File: src/rtl/ex_operand_stage_if.sv
// ID/EX operand-stage bus: decoded ID fields, MEM/WB writeback info and the
// registered execute-stage outputs that feed the ALU and memory stage.
interface ex_operand_stage_if #(
  parameter int WIDTH = 32,
  parameter int REGW  = 5
);
  logic             id_valid;
  logic [WIDTH-1:0] id_pc;
  logic [WIDTH-1:0] id_rs1_data;
  logic [WIDTH-1:0] id_rs2_data;
  logic [WIDTH-1:0] id_imm;
  logic [REGW-1:0]  id_rs1;
  logic [REGW-1:0]  id_rs2;
  logic [REGW-1:0]  id_rd;
  logic             id_uses_rs1;
  logic             id_uses_rs2;
  logic [3:0]       id_alu_ctrl;
  logic             id_funct7b5;
  logic             id_alu_src_a;
  logic             id_alu_src_b;
  logic             id_reg_write;
  logic             id_mem_read;
  logic             id_mem_write;
  logic             flush;

  logic [REGW-1:0]  mem_rd;
  logic             mem_reg_write;
  logic [WIDTH-1:0] mem_result;
  logic [REGW-1:0]  wb_rd;
  logic             wb_reg_write;
  logic [WIDTH-1:0] wb_result;

  logic [WIDTH-1:0] alu_a;
  logic [WIDTH-1:0] alu_b;
  logic [3:0]       alu_ctrl;
  logic             alu_funct7b5;
  logic [WIDTH-1:0] ex_store_data;
  logic [WIDTH-1:0] ex_pc;
  logic [REGW-1:0]  ex_rd;
  logic             ex_valid;
  logic             ex_reg_write;
  logic             ex_mem_read;
  logic             ex_mem_write;
  logic             load_use_stall;

  modport master (
    output id_valid, id_pc, id_rs1_data, id_rs2_data, id_imm,
           id_rs1, id_rs2, id_rd, id_uses_rs1, id_uses_rs2,
           id_alu_ctrl, id_funct7b5, id_alu_src_a, id_alu_src_b,
           id_reg_write, id_mem_read, id_mem_write, flush,
           mem_rd, mem_reg_write, mem_result,
           wb_rd, wb_reg_write, wb_result,
    input  alu_a, alu_b, alu_ctrl, alu_funct7b5, ex_store_data,
           ex_pc, ex_rd, ex_valid, ex_reg_write, ex_mem_read,
           ex_mem_write, load_use_stall
  );

  modport slave (
    input  id_valid, id_pc, id_rs1_data, id_rs2_data, id_imm,
           id_rs1, id_rs2, id_rd, id_uses_rs1, id_uses_rs2,
           id_alu_ctrl, id_funct7b5, id_alu_src_a, id_alu_src_b,
           id_reg_write, id_mem_read, id_mem_write, flush,
           mem_rd, mem_reg_write, mem_result,
           wb_rd, wb_reg_write, wb_result,
    output alu_a, alu_b, alu_ctrl, alu_funct7b5, ex_store_data,
           ex_pc, ex_rd, ex_valid, ex_reg_write, ex_mem_read,
           ex_mem_write, load_use_stall
  );
endinterface

File: src/rtl/ex_operand_stage.sv
// ID/EX pipeline register with MEM/WB operand forwarding, load-use stall
// detection and bubble insertion on stall or branch/jump flush.
module ex_operand_stage #(
  parameter int WIDTH = 32,
  parameter int REGW  = 5
) (
  input logic                 clk,
  input logic                 rst_n,
  ex_operand_stage_if.slave   bus
);

  typedef struct packed {
    logic             valid;
    logic [WIDTH-1:0] pc;
    logic [WIDTH-1:0] rs1_data;
    logic [WIDTH-1:0] rs2_data;
    logic [WIDTH-1:0] imm;
    logic [REGW-1:0]  rs1;
    logic [REGW-1:0]  rs2;
    logic [REGW-1:0]  rd;
    logic [3:0]       alu_ctrl;
    logic             funct7b5;
    logic             src_a;
    logic             src_b;
    logic             reg_write;
    logic             mem_read;
    logic             mem_write;
  } ex_reg_t;

  ex_reg_t          ex_q;
  ex_reg_t          ex_d;
  logic             stall;
  logic [WIDTH-1:0] fwd_rs1;
  logic [WIDTH-1:0] fwd_rs2;

  // MEM is the younger producer, so it outranks WB; x0 is never forwarded.
  function automatic logic [WIDTH-1:0] forward(
    input logic [REGW-1:0]  rs,
    input logic [WIDTH-1:0] captured,
    input logic             mem_we,
    input logic [REGW-1:0]  mem_rd,
    input logic [WIDTH-1:0] mem_res,
    input logic             wb_we,
    input logic [REGW-1:0]  wb_rd,
    input logic [WIDTH-1:0] wb_res
  );
    if (mem_we && (mem_rd != '0) && (mem_rd == rs))
      return mem_res;
    else if (wb_we && (wb_rd != '0) && (wb_rd == rs))
      return wb_res;
    else
      return captured;
  endfunction

  // A flush squashes the ID instruction, so it also cancels any stall request.
  always_comb begin
    stall = ex_q.valid && ex_q.mem_read && (ex_q.rd != '0) &&
            bus.id_valid && !bus.flush &&
            ((bus.id_uses_rs1 && (bus.id_rs1 == ex_q.rd)) ||
             (bus.id_uses_rs2 && (bus.id_rs2 == ex_q.rd)));
  end

  // NOTE: every always_comb output gets a default first so no path leaves it
  // unassigned; otherwise synthesis infers a latch.
  always_comb begin
    ex_d = '0;
    if (!bus.flush && !stall && bus.id_valid) begin
      ex_d.valid     = 1'b1;
      ex_d.pc        = bus.id_pc;
      ex_d.rs1_data  = bus.id_rs1_data;
      ex_d.rs2_data  = bus.id_rs2_data;
      ex_d.imm       = bus.id_imm;
      ex_d.rs1       = bus.id_rs1;
      ex_d.rs2       = bus.id_rs2;
      ex_d.rd        = bus.id_rd;
      ex_d.alu_ctrl  = bus.id_alu_ctrl;
      ex_d.funct7b5  = bus.id_funct7b5;
      ex_d.src_a     = bus.id_alu_src_a;
      ex_d.src_b     = bus.id_alu_src_b;
      ex_d.reg_write = bus.id_reg_write;
      ex_d.mem_read  = bus.id_mem_read;
      ex_d.mem_write = bus.id_mem_write;
    end
  end

  // NOTE: sequential state uses non-blocking assignments so every flop
  // samples pre-edge values, independent of statement order.
  always_ff @(posedge clk or negedge rst_n) begin
    if (!rst_n) ex_q <= '0;
    else        ex_q <= ex_d;
  end

  always_comb begin
    fwd_rs1 = forward(ex_q.rs1, ex_q.rs1_data,
                      bus.mem_reg_write, bus.mem_rd, bus.mem_result,
                      bus.wb_reg_write, bus.wb_rd, bus.wb_result);
    fwd_rs2 = forward(ex_q.rs2, ex_q.rs2_data,
                      bus.mem_reg_write, bus.mem_rd, bus.mem_result,
                      bus.wb_reg_write, bus.wb_rd, bus.wb_result);
  end

  // Store data is always the forwarded rs2, even when the ALU takes the imm.
  assign bus.alu_a          = ex_q.src_a ? ex_q.pc  : fwd_rs1;
  assign bus.alu_b          = ex_q.src_b ? ex_q.imm : fwd_rs2;
  assign bus.ex_store_data  = fwd_rs2;
  assign bus.alu_ctrl       = ex_q.alu_ctrl;
  assign bus.alu_funct7b5   = ex_q.funct7b5;
  assign bus.ex_pc          = ex_q.pc;
  assign bus.ex_rd          = ex_q.rd;
  assign bus.ex_valid       = ex_q.valid;
  assign bus.ex_reg_write   = ex_q.reg_write;
  assign bus.ex_mem_read    = ex_q.mem_read;
  assign bus.ex_mem_write   = ex_q.mem_write;
  assign bus.load_use_stall = stall;

endmodule
File: src/flat_wrapper.sv
// flat-port wrapper written by rule: the top's interface ports become plain ports
module ex_operand_stage_flat 
#(
  parameter int WIDTH = 32,
  parameter int REGW  = 5
)
  (clk, rst_n, bus_id_valid, bus_id_pc, bus_id_rs1_data, bus_id_rs2_data, bus_id_imm, bus_id_rs1, bus_id_rs2, bus_id_rd, bus_id_uses_rs1, bus_id_uses_rs2, bus_id_alu_ctrl, bus_id_funct7b5, bus_id_alu_src_a, bus_id_alu_src_b, bus_id_reg_write, bus_id_mem_read, bus_id_mem_write, bus_flush, bus_mem_rd, bus_mem_reg_write, bus_mem_result, bus_wb_rd, bus_wb_reg_write, bus_wb_result, bus_alu_a, bus_alu_b, bus_alu_ctrl, bus_alu_funct7b5, bus_ex_store_data, bus_ex_pc, bus_ex_rd, bus_ex_valid, bus_ex_reg_write, bus_ex_mem_read, bus_ex_mem_write, bus_load_use_stall);
  ex_operand_stage_if #(.WIDTH(WIDTH), .REGW(REGW)) bus_i ();
  input logic clk;
  input logic rst_n;
  input wire logic [$bits(bus_i.id_valid)-1:0] bus_id_valid;
  input wire logic [$bits(bus_i.id_pc)-1:0] bus_id_pc;
  input wire logic [$bits(bus_i.id_rs1_data)-1:0] bus_id_rs1_data;
  input wire logic [$bits(bus_i.id_rs2_data)-1:0] bus_id_rs2_data;
  input wire logic [$bits(bus_i.id_imm)-1:0] bus_id_imm;
  input wire logic [$bits(bus_i.id_rs1)-1:0] bus_id_rs1;
  input wire logic [$bits(bus_i.id_rs2)-1:0] bus_id_rs2;
  input wire logic [$bits(bus_i.id_rd)-1:0] bus_id_rd;
  input wire logic [$bits(bus_i.id_uses_rs1)-1:0] bus_id_uses_rs1;
  input wire logic [$bits(bus_i.id_uses_rs2)-1:0] bus_id_uses_rs2;
  input wire logic [$bits(bus_i.id_alu_ctrl)-1:0] bus_id_alu_ctrl;
  input wire logic [$bits(bus_i.id_funct7b5)-1:0] bus_id_funct7b5;
  input wire logic [$bits(bus_i.id_alu_src_a)-1:0] bus_id_alu_src_a;
  input wire logic [$bits(bus_i.id_alu_src_b)-1:0] bus_id_alu_src_b;
  input wire logic [$bits(bus_i.id_reg_write)-1:0] bus_id_reg_write;
  input wire logic [$bits(bus_i.id_mem_read)-1:0] bus_id_mem_read;
  input wire logic [$bits(bus_i.id_mem_write)-1:0] bus_id_mem_write;
  input wire logic [$bits(bus_i.flush)-1:0] bus_flush;
  input wire logic [$bits(bus_i.mem_rd)-1:0] bus_mem_rd;
  input wire logic [$bits(bus_i.mem_reg_write)-1:0] bus_mem_reg_write;
  input wire logic [$bits(bus_i.mem_result)-1:0] bus_mem_result;
  input wire logic [$bits(bus_i.wb_rd)-1:0] bus_wb_rd;
  input wire logic [$bits(bus_i.wb_reg_write)-1:0] bus_wb_reg_write;
  input wire logic [$bits(bus_i.wb_result)-1:0] bus_wb_result;
  output wire logic [$bits(bus_i.alu_a)-1:0] bus_alu_a;
  output wire logic [$bits(bus_i.alu_b)-1:0] bus_alu_b;
  output wire logic [$bits(bus_i.alu_ctrl)-1:0] bus_alu_ctrl;
  output wire logic [$bits(bus_i.alu_funct7b5)-1:0] bus_alu_funct7b5;
  output wire logic [$bits(bus_i.ex_store_data)-1:0] bus_ex_store_data;
  output wire logic [$bits(bus_i.ex_pc)-1:0] bus_ex_pc;
  output wire logic [$bits(bus_i.ex_rd)-1:0] bus_ex_rd;
  output wire logic [$bits(bus_i.ex_valid)-1:0] bus_ex_valid;
  output wire logic [$bits(bus_i.ex_reg_write)-1:0] bus_ex_reg_write;
  output wire logic [$bits(bus_i.ex_mem_read)-1:0] bus_ex_mem_read;
  output wire logic [$bits(bus_i.ex_mem_write)-1:0] bus_ex_mem_write;
  output wire logic [$bits(bus_i.load_use_stall)-1:0] bus_load_use_stall;
  assign bus_i.id_valid = bus_id_valid;
  assign bus_i.id_pc = bus_id_pc;
  assign bus_i.id_rs1_data = bus_id_rs1_data;
  assign bus_i.id_rs2_data = bus_id_rs2_data;
  assign bus_i.id_imm = bus_id_imm;
  assign bus_i.id_rs1 = bus_id_rs1;
  assign bus_i.id_rs2 = bus_id_rs2;
  assign bus_i.id_rd = bus_id_rd;
  assign bus_i.id_uses_rs1 = bus_id_uses_rs1;
  assign bus_i.id_uses_rs2 = bus_id_uses_rs2;
  assign bus_i.id_alu_ctrl = bus_id_alu_ctrl;
  assign bus_i.id_funct7b5 = bus_id_funct7b5;
  assign bus_i.id_alu_src_a = bus_id_alu_src_a;
  assign bus_i.id_alu_src_b = bus_id_alu_src_b;
  assign bus_i.id_reg_write = bus_id_reg_write;
  assign bus_i.id_mem_read = bus_id_mem_read;
  assign bus_i.id_mem_write = bus_id_mem_write;
  assign bus_i.flush = bus_flush;
  assign bus_i.mem_rd = bus_mem_rd;
  assign bus_i.mem_reg_write = bus_mem_reg_write;
  assign bus_i.mem_result = bus_mem_result;
  assign bus_i.wb_rd = bus_wb_rd;
  assign bus_i.wb_reg_write = bus_wb_reg_write;
  assign bus_i.wb_result = bus_wb_result;
  assign bus_alu_a = bus_i.alu_a;
  assign bus_alu_b = bus_i.alu_b;
  assign bus_alu_ctrl = bus_i.alu_ctrl;
  assign bus_alu_funct7b5 = bus_i.alu_funct7b5;
  assign bus_ex_store_data = bus_i.ex_store_data;
  assign bus_ex_pc = bus_i.ex_pc;
  assign bus_ex_rd = bus_i.ex_rd;
  assign bus_ex_valid = bus_i.ex_valid;
  assign bus_ex_reg_write = bus_i.ex_reg_write;
  assign bus_ex_mem_read = bus_i.ex_mem_read;
  assign bus_ex_mem_write = bus_i.ex_mem_write;
  assign bus_load_use_stall = bus_i.load_use_stall;
  ex_operand_stage #(.WIDTH(WIDTH), .REGW(REGW)) u_core (.clk(clk), .rst_n(rst_n), .bus(bus_i));
endmodule
File: config.mk
export PLATFORM = sky130hd
export DESIGN_NAME = ex_operand_stage_flat
export DESIGN_NICKNAME = d
export VERILOG_FILES = /design/src/rtl/ex_operand_stage_if.sv /design/src/rtl/ex_operand_stage.sv /design/src/flat_wrapper.sv
export SDC_FILE = /design/constraint.sdc
export NUM_CORES = 1
export LEC_CHECK = 0
export ABC_AREA = 1
export BUFFER_PORTS_ARGS = -buffer_cell sky130_fd_sc_hd__buf_2
export CAP_MARGIN = 0
export CORE_AREA = 2 2 145 147
export DETAILED_ROUTE_END_ITERATION = 7
export DIE_AREA = 0 0 147 149
export PLACE_DENSITY = 0.75
export SLEW_MARGIN = 20
export SYNTH_ARGS = -nofsm -noshare
export SYNTH_HDL_FRONTEND = slang
export SYNTH_SLANG_ARGS = --single-unit
export TNS_END_PERCENT = 5
File: constraint.sdc
create_clock -name clk -period 4.4 [get_ports clk]
set_input_delay 0.88 -clock clk [delete_from_list [all_inputs] [get_ports clk]]
set_output_delay 0.88 -clock clk [all_outputs]
set_load 0.03 [all_outputs]
Yosys cells after proc, flatten, opt, wreduce, memory -nomap -nowiden
Cells that the tools add are included.
{"block": "totals", "register_bits": 154, "in_bits": 235, "output_inout_bits": 143}
{"block": "classes", "n_reduce_logical": 21, "n_mux": 7, "eq_ne": 6}
{"operator": "$mux W32", "n": 6}
{"operator": "$mux W154", "n": 1}
{"operator": "$eq A5 B5 Y1", "n": 6}
{"operator": "$logic_and A1 B1 Y1", "n": 15}
{"operator": "$reduce_bool A5 Y1", "n": 3}
{"operator": "$logic_not A1 Y1", "n": 2}
{"operator": "$logic_or A1 B1 Y1", "n": 1}

Logic depth before layout (Yosys ltp)
{"block": "depth", "ltp_word": 9, "mapped_depth": 11, "mapped_depth_nobuf": 10}

Worst setup path before layout
No wires, ideal clock.
{"block": "synth_timing", "path_type": "input to output", "startpoint": "in bus_mem_rd[3]", "endpoint": "out bus_alu_b[10]", "path_slack_ns": 1.605, "stages": 8, "arrival_time_ns": 1.915, "path_buffers": 1, "cell_sequence": "nor2_1 -> nand2_1 -> o21ai_4 -> nand3b_2 -> buf_4 -> nand3_1 -> nand3_1 -> nand2_1"}
{"block": "synth_between", "elab_chain_cells": 5, "word_cells_on_any_way": 6, "classes_between": "1 x eq/ne; 2 x mux; 3 x reduce/logical"}
{"item": "start: declaration", "line": "flat_wrapper.sv:29", "source": "input wire logic [$bits(bus_i.mem_rd)-1:0] bus_mem_rd;"}
{"item": "$reduce_bool A5 Y1", "line": "ex_operand_stage.sv:47", "source": "if (mem_we && (mem_rd != '0) && (mem_rd == rs))"}
{"item": "$logic_and A1 B1 Y1", "line": "ex_operand_stage.sv:47"}
{"item": "$logic_and A1 B1 Y1 *", "line": "ex_operand_stage.sv:47"}
{"item": "$mux W32 *", "line": "ex_operand_stage.sv:47"}
{"item": "$mux W32 *", "line": "ex_operand_stage.sv:104", "source": "assign bus.alu_b = ex_q.src_b ? ex_q.imm : fwd_rs2;"}
{"item": "end: declaration", "line": "flat_wrapper.sv:36", "source": "output wire logic [$bits(bus_i.alu_b)-1:0] bus_alu_b;"}
Every way passes the cells marked *; elsewhere a longest branch is shown, timed or not.

Final worst setup path
{"block": "layout_timing", "startpoint": "in bus_mem_rd[0]", "endpoint": "out bus_alu_b[10]"}
Same word-level chain as after synthesis.

==> results.json <==
{
  "status": "completed",
  "holdWs_ns": 0.487,
  "relSlewSlack_pct": 39.8,
  "crit-reg2reg-launch": "u_core.bus.ex_rd[1]",
  "pin_count": 378,
  "fin_skew_ns": 0.0128,
  "period_needed_ns": 3.82,
  "finalCritPeriodShare_pct": 86.9,
  "p_per_area_nw_per_um2": 337,
  "endpoint_kind": "output port",
  "cts_hold_buffers": 0,
  "drt-total-wl_um": 29800,
  "hold_path.class": "in2async",
  "fillers": 1949,
  "tightestPinTransition_ns": 0.898,
  "crit_path_max_incr_delay_ns": 0.68,
  "fp.dieH_um": 149,
  "path_max_fanout": 32,
  "synthesis.area_um2": 8910,
  "grt_pass1_vias": 8866,
  "worst_ep_required_time_ns": 3.52,
  "crit_start": "bus_mem_rd[0]",
  "hold_violations": 0,
  "clock_sinks": 154,
  "place.gp.congestion": 0.912,
  "seq_power_share_pct": 39.3,
  "antenna_found_initial": 2,
  "dp_hpwl_um": 21500,
  "row_count": 53,
  "avgRoutedWirePerCell_um": 16.3,
  "p_sw_w": 0.00110,
  "setup_tns_ns": 0,
  "cts-resized-gates": 0,
  "placed_area_um2": 10600,
  "grt_remaining_overflow": 0,
  "cts_htree_levels": 4,
  "design.die.area_um2": 21900,
  "yosysTopAreaCellShare_pct": 43.3,
  "p_int_w": 0.00269,
  "fin_area_um2": 11300,
  "grt_pass1_wl_um": 45100,
  "grt_max_degree": 85,
  "antenna_left": 0,
  "area_growth_pct": 26.5,
  "setup_violations": 0,
  "synth_top_area_cell": "dfrtp_1",
  "grt_usage_pct": 26.6,
  "cts_max_path_buffers": 2,
  "ys_seq_elements": 154,
  "port_buffers": 377,
  "final-seq-area_um2": 3850,
  "crit_slowest_cell": "nand3b_2",
  "synth.avg_cell_area_um2": 7.22,
  "cts_buffers": 17,
  "p_comb_share_pct": 19.0,
  "drc_errors": 0,
  "layout_common_cells": "buf_2, nand2_1, nand3_1, inv_1, dfrtp_1",
  "synth_cells": 1234,
  "drt_iter0_markers": 588,
  "drive_above_1_share_pct": 32.1,
  "syn_nets": 1469,
  "synth-seq-area-share_pct": 43.3,
  "rsz0062_at_grt": "no",
  "final_util_pct": 54.8,
  "multiInputGateArea_um2": 3530,
  "dr.pass1.iters": 7,
  "crit_path_cell_trace": "buf_2 -> xnor2_1 -> nand2_1 -> nor2_1 -> nand3b_2 -> nand3_1 -> nand3_1 -> nand2_1 -> buf_2",
  "cts_setup_buffers": 0,
  "cts_tree": "built",
  "vias": 9001,
  "cts_root_buf": "clkbuf_16",
  "ys_warn_count": 0,
  "path_class": "in2out",
  "nNetsFinal": 1777,
  "start_util_pct": 43.3,
  "pwr-share-clk_pct": 41.7,
  "p_total_w": 0.00379,
  "swShare_pct": 29.0,
  "power_leakage_nw": 7.07,
  "clkLatencyLatePin_ns": 0.42,
  "timing.critical_path.arrival_ns": 2.94,
  "cp-start-kind": "input port",
  "die_w_um": 147,
  "ys_types": 25,
  "path_clk_slew_ns": 0.06,
  "slew_viol_final": 0,
  "layout_commonest_cell": "buf_2",
  "viasPerCell": 4.93,
  "yosys-top-cells-area": "dfrtp_1, nand3_1, nand2_1",
  "maxCapViolations": 0,
  "clock.fmax_mhz": 262,
  "vdd_drop_max_mv": 0.263,
  "coreArea_um2": 20600
}
## power by group through the flow
stage	registers (W)	clock network [W]	logic, W
after floorplan	0.00152	0	0.000438
after global placement	0.00152	0	0.000712
after detailed placement	0.00152	0	0.000719
after CTS	0.00149	0.00160	0.000722
after global routing	0.00150	0.00166	0.000782
final	0.00149	0.00158	0.000721
## cells by family (layout without fill, tap and decap cells)
group / count (synthesis) / after routing / share of synthesized area (%)
AO/OA/AOI/OAI: 9 / 9 / 0.674
flip-flops: 154 / 154 / 43.3
other: 0 / 1 / 0
buffers and inverters: 338 / 655 / 17.4
XOR/XNOR: 22 / 22 / 2.16
AND/OR/NAND/NOR: 711 / 711 / 36.5
## final cells by class
class                   count  share of cell area [%]
multi-input cells         742                    31.3
diodes                      1                  0.0222
clock buffers              21                    4.26
repair buffers            396                    18.2
flip-flops and latches    154                    34.2
well taps                 275                    3.05
inverters                 231                    7.69
clock inverters             7                    1.25
## worst max-delay path: cells and delay by family
family | cells | cell delay [ns]
buffers and inverters | 2 | 0.32
and+or+nand+nor | 6 | 1.59
xor gates and xnor gates | 1 | 0.15
## layer usage
metal  vias up  part of all wire [%]  track usage, %
met3        83                   9.5            5.87
met4         2                   4.4            13.4
li1       4257                     -               -
met1      4136                    37            31.5
met5         -                 0.044               0
met2       523                    49            46.0
## final timing paths
path                                        to  slack (ns)  cells after the start
min in group clk               u_core.ex_q[53]        0.65                      3
max                              bus_alu_b[10]        0.58                      9
max in group asynchronous      u_core.ex_q[62]        2.84                      2
min reg2reg                u_core.bus.ex_pc[0]        1.32                      7
max reg2reg                    u_core.ex_q[80]        2.15                      9
min                        u_core.bus.ex_pc[5]        0.49                      1
## sequential cells by signal, indices dropped and copies added, names as in the netlist
| signal | count |
|---|---|
| u_core.bus.alu_ctrl | 4 |
| u_core.bus.alu_funct7b5 | 1 |
| u_core.bus.ex_mem_read | 1 |
| u_core.bus.ex_mem_write | 1 |
| u_core.bus.ex_pc | 32 |
| u_core.bus.ex_rd | 5 |
| u_core.bus.ex_reg_write | 1 |
| u_core.bus.ex_valid | 1 |
| u_core.ex_q | 108 |
## cells in the mapped netlist (all sizes together)
library cell / number
o22ai: 3
and2: 32
nor3: 2
o21ai: 4
nand3b: 1
xnor2: 9
nor2: 171
inv: 231
buf: 96
xor2: 13
dfrtp: 154
clkbuf: 11
nand3: 231
nand2: 274
a21oi: 2
## through the flow
step / std cells / setup WS, ns
finish: 1827 / 0.577
detailed placement: 1798 / 0.600
global placement: 1798 / 0.610
CTS: 1826 / 0.590
global route: 1827 / 0.471
floorplan: 1234 / 1.60
(Power assumes the default switching activity.)
